[src/rtl/lsu_pkg.sv]
// rtl/lsu_pkg.sv - shared constants, state encodings and size helper for the LSU request controller
package lsu_pkg;

    localparam int XLEN = 64;

    // Access size encodings as presented by the EXU
    localparam logic [1:0] SZ_B = 2'd0;
    localparam logic [1:0] SZ_H = 2'd1;
    localparam logic [1:0] SZ_W = 2'd2;
    localparam logic [1:0] SZ_D = 2'd3;

    // Controller states
    typedef logic [1:0] lsu_state_t;
    localparam lsu_state_t ST_IDLE   = 2'd0;
    localparam lsu_state_t ST_ACCESS = 2'd1;
    localparam lsu_state_t ST_RESP   = 2'd2;

    // The LSU expects a byte count and builds its mask as ~(8'hFF << LsuType)
    function automatic logic [3:0] size_to_lsutype(input logic [1:0] size);
        return 4'd1 << size;
    endfunction

endpackage

[src/rtl/lsu_load_ext.sv]
// rtl/lsu_load_ext.sv - sign/zero extension of LSB-aligned load data by access size
module lsu_load_ext
    import lsu_pkg::*;
#(
    parameter int XLEN = lsu_pkg::XLEN
) (
    input  logic [XLEN-1:0] rdata,
    input  logic [1:0]      size,
    input  logic            zext,
    output logic [XLEN-1:0] ext_data
);

    // Replicate the top bit of the accessed field unless zero extension is requested
    always_comb begin
        ext_data = rdata;
        case (size)
            SZ_B:    ext_data = {{(XLEN-8){~zext & rdata[7]}}, rdata[7:0]};
            SZ_H:    ext_data = {{(XLEN-16){~zext & rdata[15]}}, rdata[15:0]};
            SZ_W:    ext_data = {{(XLEN-32){~zext & rdata[31]}}, rdata[31:0]};
            default: ext_data = rdata;
        endcase
    end

endmodule

[src/rtl/lsu_req_ctrl.sv]
// rtl/lsu_req_ctrl.sv - EXU-to-LSU request controller with fixed access latency; optional LSU_MISALIGN_TRAP_EN
module lsu_req_ctrl
    import lsu_pkg::*;
#(
    parameter int XLEN        = lsu_pkg::XLEN,
    parameter int MEM_LATENCY = 1
) (
    input  logic            clock,
    input  logic            reset,
    input  logic            req_valid,
    output logic            req_ready,
    input  logic [XLEN-1:0] req_addr,
    input  logic            req_wen,
    input  logic [XLEN-1:0] req_wdata,
    input  logic [1:0]      req_size,
    input  logic            req_unsigned,
    input  logic [4:0]      req_rd,
    output logic            mem_en,
    output logic [XLEN-1:0] mem_addr,
    output logic [3:0]      mem_lsu_type,
    output logic            mem_wen,
    output logic [XLEN-1:0] mem_wdata,
    input  logic [XLEN-1:0] mem_rdata,
    output logic            resp_valid,
    input  logic            resp_ready,
    output logic [XLEN-1:0] resp_data,
    output logic [4:0]      resp_rd,
    output logic            resp_err
);

    lsu_state_t      state;
    logic [3:0]      cnt;
    logic [XLEN-1:0] addr_q;
    logic [XLEN-1:0] wdata_q;
    logic            wen_q;
    logic [1:0]      size_q;
    logic            uns_q;
    logic [4:0]      rd_q;
    logic [XLEN-1:0] ext_data;
    logic            accept;
    logic            last_access;
    logic            misalign;

    // Outputs are gated by reset so a reset cycle never shows a live access or response
    assign req_ready    = reset && (state == ST_IDLE);
    assign accept       = req_valid && req_ready;
    assign mem_en       = reset && (state == ST_ACCESS);
    assign last_access  = mem_en && (cnt == 4'd0);
    assign mem_addr     = mem_en ? addr_q : '0;
    assign mem_wdata    = mem_en ? wdata_q : '0;
    assign mem_lsu_type = mem_en ? size_to_lsutype(size_q) : 4'd0;
    assign mem_wen      = last_access && wen_q;
    assign resp_valid   = reset && (state == ST_RESP);

    lsu_load_ext #(.XLEN(XLEN)) u_ext (
        .rdata    (mem_rdata),
        .size     (size_q),
        .zext     (uns_q),
        .ext_data (ext_data)
    );

`ifdef LSU_MISALIGN_TRAP_EN
    // Low address bits covered by the access size must be zero
    always_comb begin
        misalign = 1'b0;
        case (req_size)
            SZ_H:    misalign = req_addr[0];
            SZ_W:    misalign = |req_addr[1:0];
            SZ_D:    misalign = |req_addr[2:0];
            default: misalign = 1'b0;
        endcase
    end

    // Error flag set for a trapped request, cleared when a real access completes
    always_ff @(posedge clock) begin
        if (!reset) begin
            resp_err <= 1'b0;
        end else if (accept && misalign) begin
            resp_err <= 1'b1;
        end else if (last_access) begin
            resp_err <= 1'b0;
        end
    end
`else
    assign misalign = 1'b0;
    assign resp_err = 1'b0;
`endif

    // Request FSM: latch on accept, count down the access window, hold the response until taken
    always_ff @(posedge clock) begin
        if (!reset) begin
            state     <= ST_IDLE;
            cnt       <= 4'd0;
            addr_q    <= '0;
            wdata_q   <= '0;
            wen_q     <= 1'b0;
            size_q    <= SZ_B;
            uns_q     <= 1'b0;
            rd_q      <= 5'd0;
            resp_data <= '0;
            resp_rd   <= 5'd0;
        end else begin
            case (state)
                ST_IDLE: begin
                    if (accept) begin
                        addr_q  <= req_addr;
                        wdata_q <= req_wdata;
                        wen_q   <= req_wen;
                        size_q  <= req_size;
                        uns_q   <= req_unsigned;
                        rd_q    <= req_rd;
                        cnt     <= 4'(MEM_LATENCY - 1);
                        if (misalign) begin
                            state     <= ST_RESP;
                            resp_data <= '0;
                            resp_rd   <= req_rd;
                        end else begin
                            state <= ST_ACCESS;
                        end
                    end
                end
                ST_ACCESS: begin
                    if (cnt == 4'd0) begin
                        state     <= ST_RESP;
                        resp_data <= wen_q ? '0 : ext_data;
                        resp_rd   <= rd_q;
                    end else begin
                        cnt <= cnt - 4'd1;
                    end
                end
                ST_RESP: begin
                    if (resp_ready) begin
                        state <= ST_IDLE;
                    end
                end
                default: state <= ST_IDLE;
            endcase
        end
    end

endmodule

[config.mk]
export PLATFORM = sky130hd
export DESIGN_NAME = lsu_req_ctrl
export DESIGN_NICKNAME = d
export VERILOG_FILES = /design/src/rtl/lsu_pkg.sv /design/src/rtl/lsu_load_ext.sv /design/src/rtl/lsu_req_ctrl.sv
export SDC_FILE = /design/constraint.sdc
export NUM_CORES = 1
export LEC_CHECK = 0
export CAP_MARGIN = 20
export CORE_MARGIN = 8
export CORE_UTILIZATION = 40
export CTS_BUF_LIST = sky130_fd_sc_hd__clkbuf_4 sky130_fd_sc_hd__clkbuf_8 sky130_fd_sc_hd__clkbuf_16
export CTS_CLUSTER_DIAMETER = 40
export DETAILED_ROUTE_END_ITERATION = 16
export PLACE_DENSITY = 0.9
export SETUP_SLACK_MARGIN = 0.05
export SLEW_MARGIN = 0
export SYNTH_ARGS = -nofsm -noshare
export SYNTH_HDL_FRONTEND = slang
export SYNTH_SLANG_ARGS = --single-unit
[constraint.sdc]
create_clock -name clock -period 1.92 [get_ports clock]
set_input_delay 0.192 -clock clock [delete_from_list [all_inputs] [get_ports clock]]
set_output_delay 0.192 -clock clock [all_outputs]
set_load 0.01 [all_outputs]
==> results.yml <==
sta:
  holdWs_ps: 148
  fmax_mhz: 455
  period_share: 1.14
  setup_viol: 130
  fin_skew_ps: 10.2
  grt_setup_unrepaired: "true"
  drv_slew: 0
  worst_pin_slew_ps: 807
  period_minus_slack_ps: 2200
  setup_ws_ps: -277
  slew_headroom: 0.462
  finalHoldViolCount: 0
floorplan:
  initial_core_util: 0.409
  die_w_um: 166
  core-area_um2: 21900
  io_pins: 411
  die_height_um: 166
  die-area_um2: 27400
  rows: 54
global_routing:
  grt_max_degree: 161
  grt_pass1_wl_um: 53600
  grt_use_total: 0.246
  grt_pass1_vias: 9865
  antenna_found_initial: 2
  grt_overflow_total: 0
drt:
  wire_per_inst_um: 21.1
  ant_nets: 0
  num_vias: 9830
  avgViaCountPerCell: 5.35
  first_pass_iters: 5
  drc: 0
  drtIter0Drc: 785
  drt-total-wl_um: 38700
synth:
  yosysWarnings: 0
  async_flop_share: 0
  ys_seq_elements: 212
  ys_seq_area_frac: 0.474
  ys_types: 42
  synth-edff-count: 0
  syn_area_um2: 8950
  avgSynthCellArea_um2: 8.06
  ys.flop_type: "dfxtp_1"
  synthCells: 1111
  synthesis.nets: 1318
outcome:
  outcome: "finished, violations left"
  violations: "setup timing"
cts:
  cts_buffers: 31
  cts-htree-levels: 1
  clkSinkCount: 212
  cts_max_path_buffers: 3
  hold_buffers: 0
  cts_tree: "built"
  path_clk_slew_ps: 60
  root_buffer: "clkbuf_16"
  clk_latency_ps: 530
power_and_ir_drop:
  ir_drop_uv: 743
  p_leak_uw: 0.00634
  fin_total_pwr_uw: 13600
  p_per_area_nw_per_um2: 869
placement:
  dp_hpwl_um: 23300
  io_buffers: 409
  dpl.cell_count: 1739
  place_ws_ps: -24.2
  routabilityCongestion: 0.860
finish:
  ff_latch_area_um2: 4250
  num-fill-cells: 1401
  nets: 1738
  drive_gt1_frac: 0.285
  stdcell_count: 1836
  area_delta_synth_final_pct: 75.5
  multiInputGateArea_um2: 4630
worst_setup_path:
  arrival_ps: 2000
  end_kind: "output port"
  startpoint_type: "flip-flop"
  worstSetupPathType: "reg2out"
  cp.required_ps: 1730
  worstPathMaxFanout: 8
min_path:
  hold_class: "in2reg"
job:
  drv_cap: 0
synth_stat cells (8+ instances only):
cell | count | area (µm²)
o31ai_1 | 8 | 60.1
o41ai_1 | 12 | 105
o41ai_2 | 20 | 325
o21ai_0 | 131 | 656
buf_4 | 17 | 128
nor2_1 | 41 | 154
buf_2 | 13 | 65.1
clkbuf_1 | 53 | 199
o21ai_2 | 10 | 87.6
nand3_1 | 58 | 290
dfxtp_1 | 212 | 4240
o21ai_1 | 12 | 60.1
a21boi_0 | 13 | 97.6
a21oi_1 | 24 | 120
nand2_1 | 295 | 1110
nand3b_1 | 8 | 60.1
and2_1 | 128 | 801
clkbuf_2 | 10 | 50.1
cells by family after synthesis:
logic type	after synthesis	synth area share
buffers and inverters	103	0.0544
AND/OR/NAND/NOR	555	0.292
AO/OA/AOI/OAI	236	0.174
other	1	0.000419
adder cells (fa/ha/maj)	2	0.00280
XOR/XNOR	2	0.00196
flip-flops	212	0.474
worst paths after layout:
| check | startpoint | to | depth (start not counted) | slack (ps) |
|---|---|---|---|---|
| worst max-delay path | state[1] | mem_wdata[27] | 8 | -280 |
| worst min-delay path | reset | state[0] | 5 | 150 |
| worst max register to register | cnt[0] | resp_data[62] | 7 | 110 |
| worst min register to register | wdata_q[12] | wdata_q[12] | 2 | 450 |
metrics by stage:
step	instance area, µm²	TNS (ps)	util
finish	15700	-23700	0.718
global route	15700	-32180	0.718
CTS	14900	-30130	0.681
detailed placement	13400	-314	0.613
global placement	13400	-372	0.613
floorplan	8950	0	-
flip-flops by register name, summed over array words and instances, names as in the netlist:
signal,cells
addr_q,64
cnt,4
rd_q,5
resp_data,64
resp_rd,5
size_q,2
state,2
uns_q,1
wdata_q,64
wen_q,1
worst max-delay path: stages (launching register included):
cell,delay (ps)
dfxtp_2,320
nand2b_4,140
or2_4,260
clkinv_8,70
buf_12,110
buf_12,150
clkbuf_16,170
and2_4,150
buf_6,100
repair_timing:
action                     in CTS  in global routing
gates resized for setup       656                202
setup endpoints to repair     138                180
buffers inserted               16                 10
gates cloned                   14                  6
pin swaps                      44                 42
area by class of cell:
| type | instances | share of cell area |
|---|---|---|
| Antenna cell | 1 | 0.000159 |
| Sequential cell | 212 | 0.270 |
| Timing Repair Buffer | 485 | 0.344 |
| Clock inverter | 23 | 0.0151 |
| Clock buffer | 34 | 0.0516 |
| Multi-Input combinational cell | 797 | 0.295 |
| Inverter | 4 | 0.00175 |
| Tap cell | 280 | 0.0223 |
cell usage in the layout, fill, tap and decap left out, types with 7 or more instances in the layout:
master / n
o21ai_2: 11
buf_6: 128
o21ai_1: 18
and2_4: 114
clkinv_2: 7
o31ai_1: 8
nor2_1: 38
nand3b_1: 8
nand2_1: 294
o41ai_2: 24
and2_1: 14
dfxtp_1: 211
a21boi_0: 13
o21ai_0: 124
clkdlybuf4s50_1: 272
o41ai_1: 8
buf_16: 11
clkbuf_16: 36
buf_2: 14
buf_12: 25
buf_4: 25
a21oi_1: 24
nand3_1: 58
power by group:
| part | switching, µW | internal, µW |
|---|---|---|
| combinational | 1340 | 1500 |
| sequential | 293 | 4840 |
| clock | 2180 | 3490 |
| total | 3820 | 9830 |
routing by layer:
layer	vias up	track usage	wire (µm)
met1	4650	0.265	13800
met4	2	0.117	1800
met3	120	0.0865	4000
li1	4532	-	-
met5	-	0	13
met2	526	0.423	19100
(Power assumes the default switching activity.)
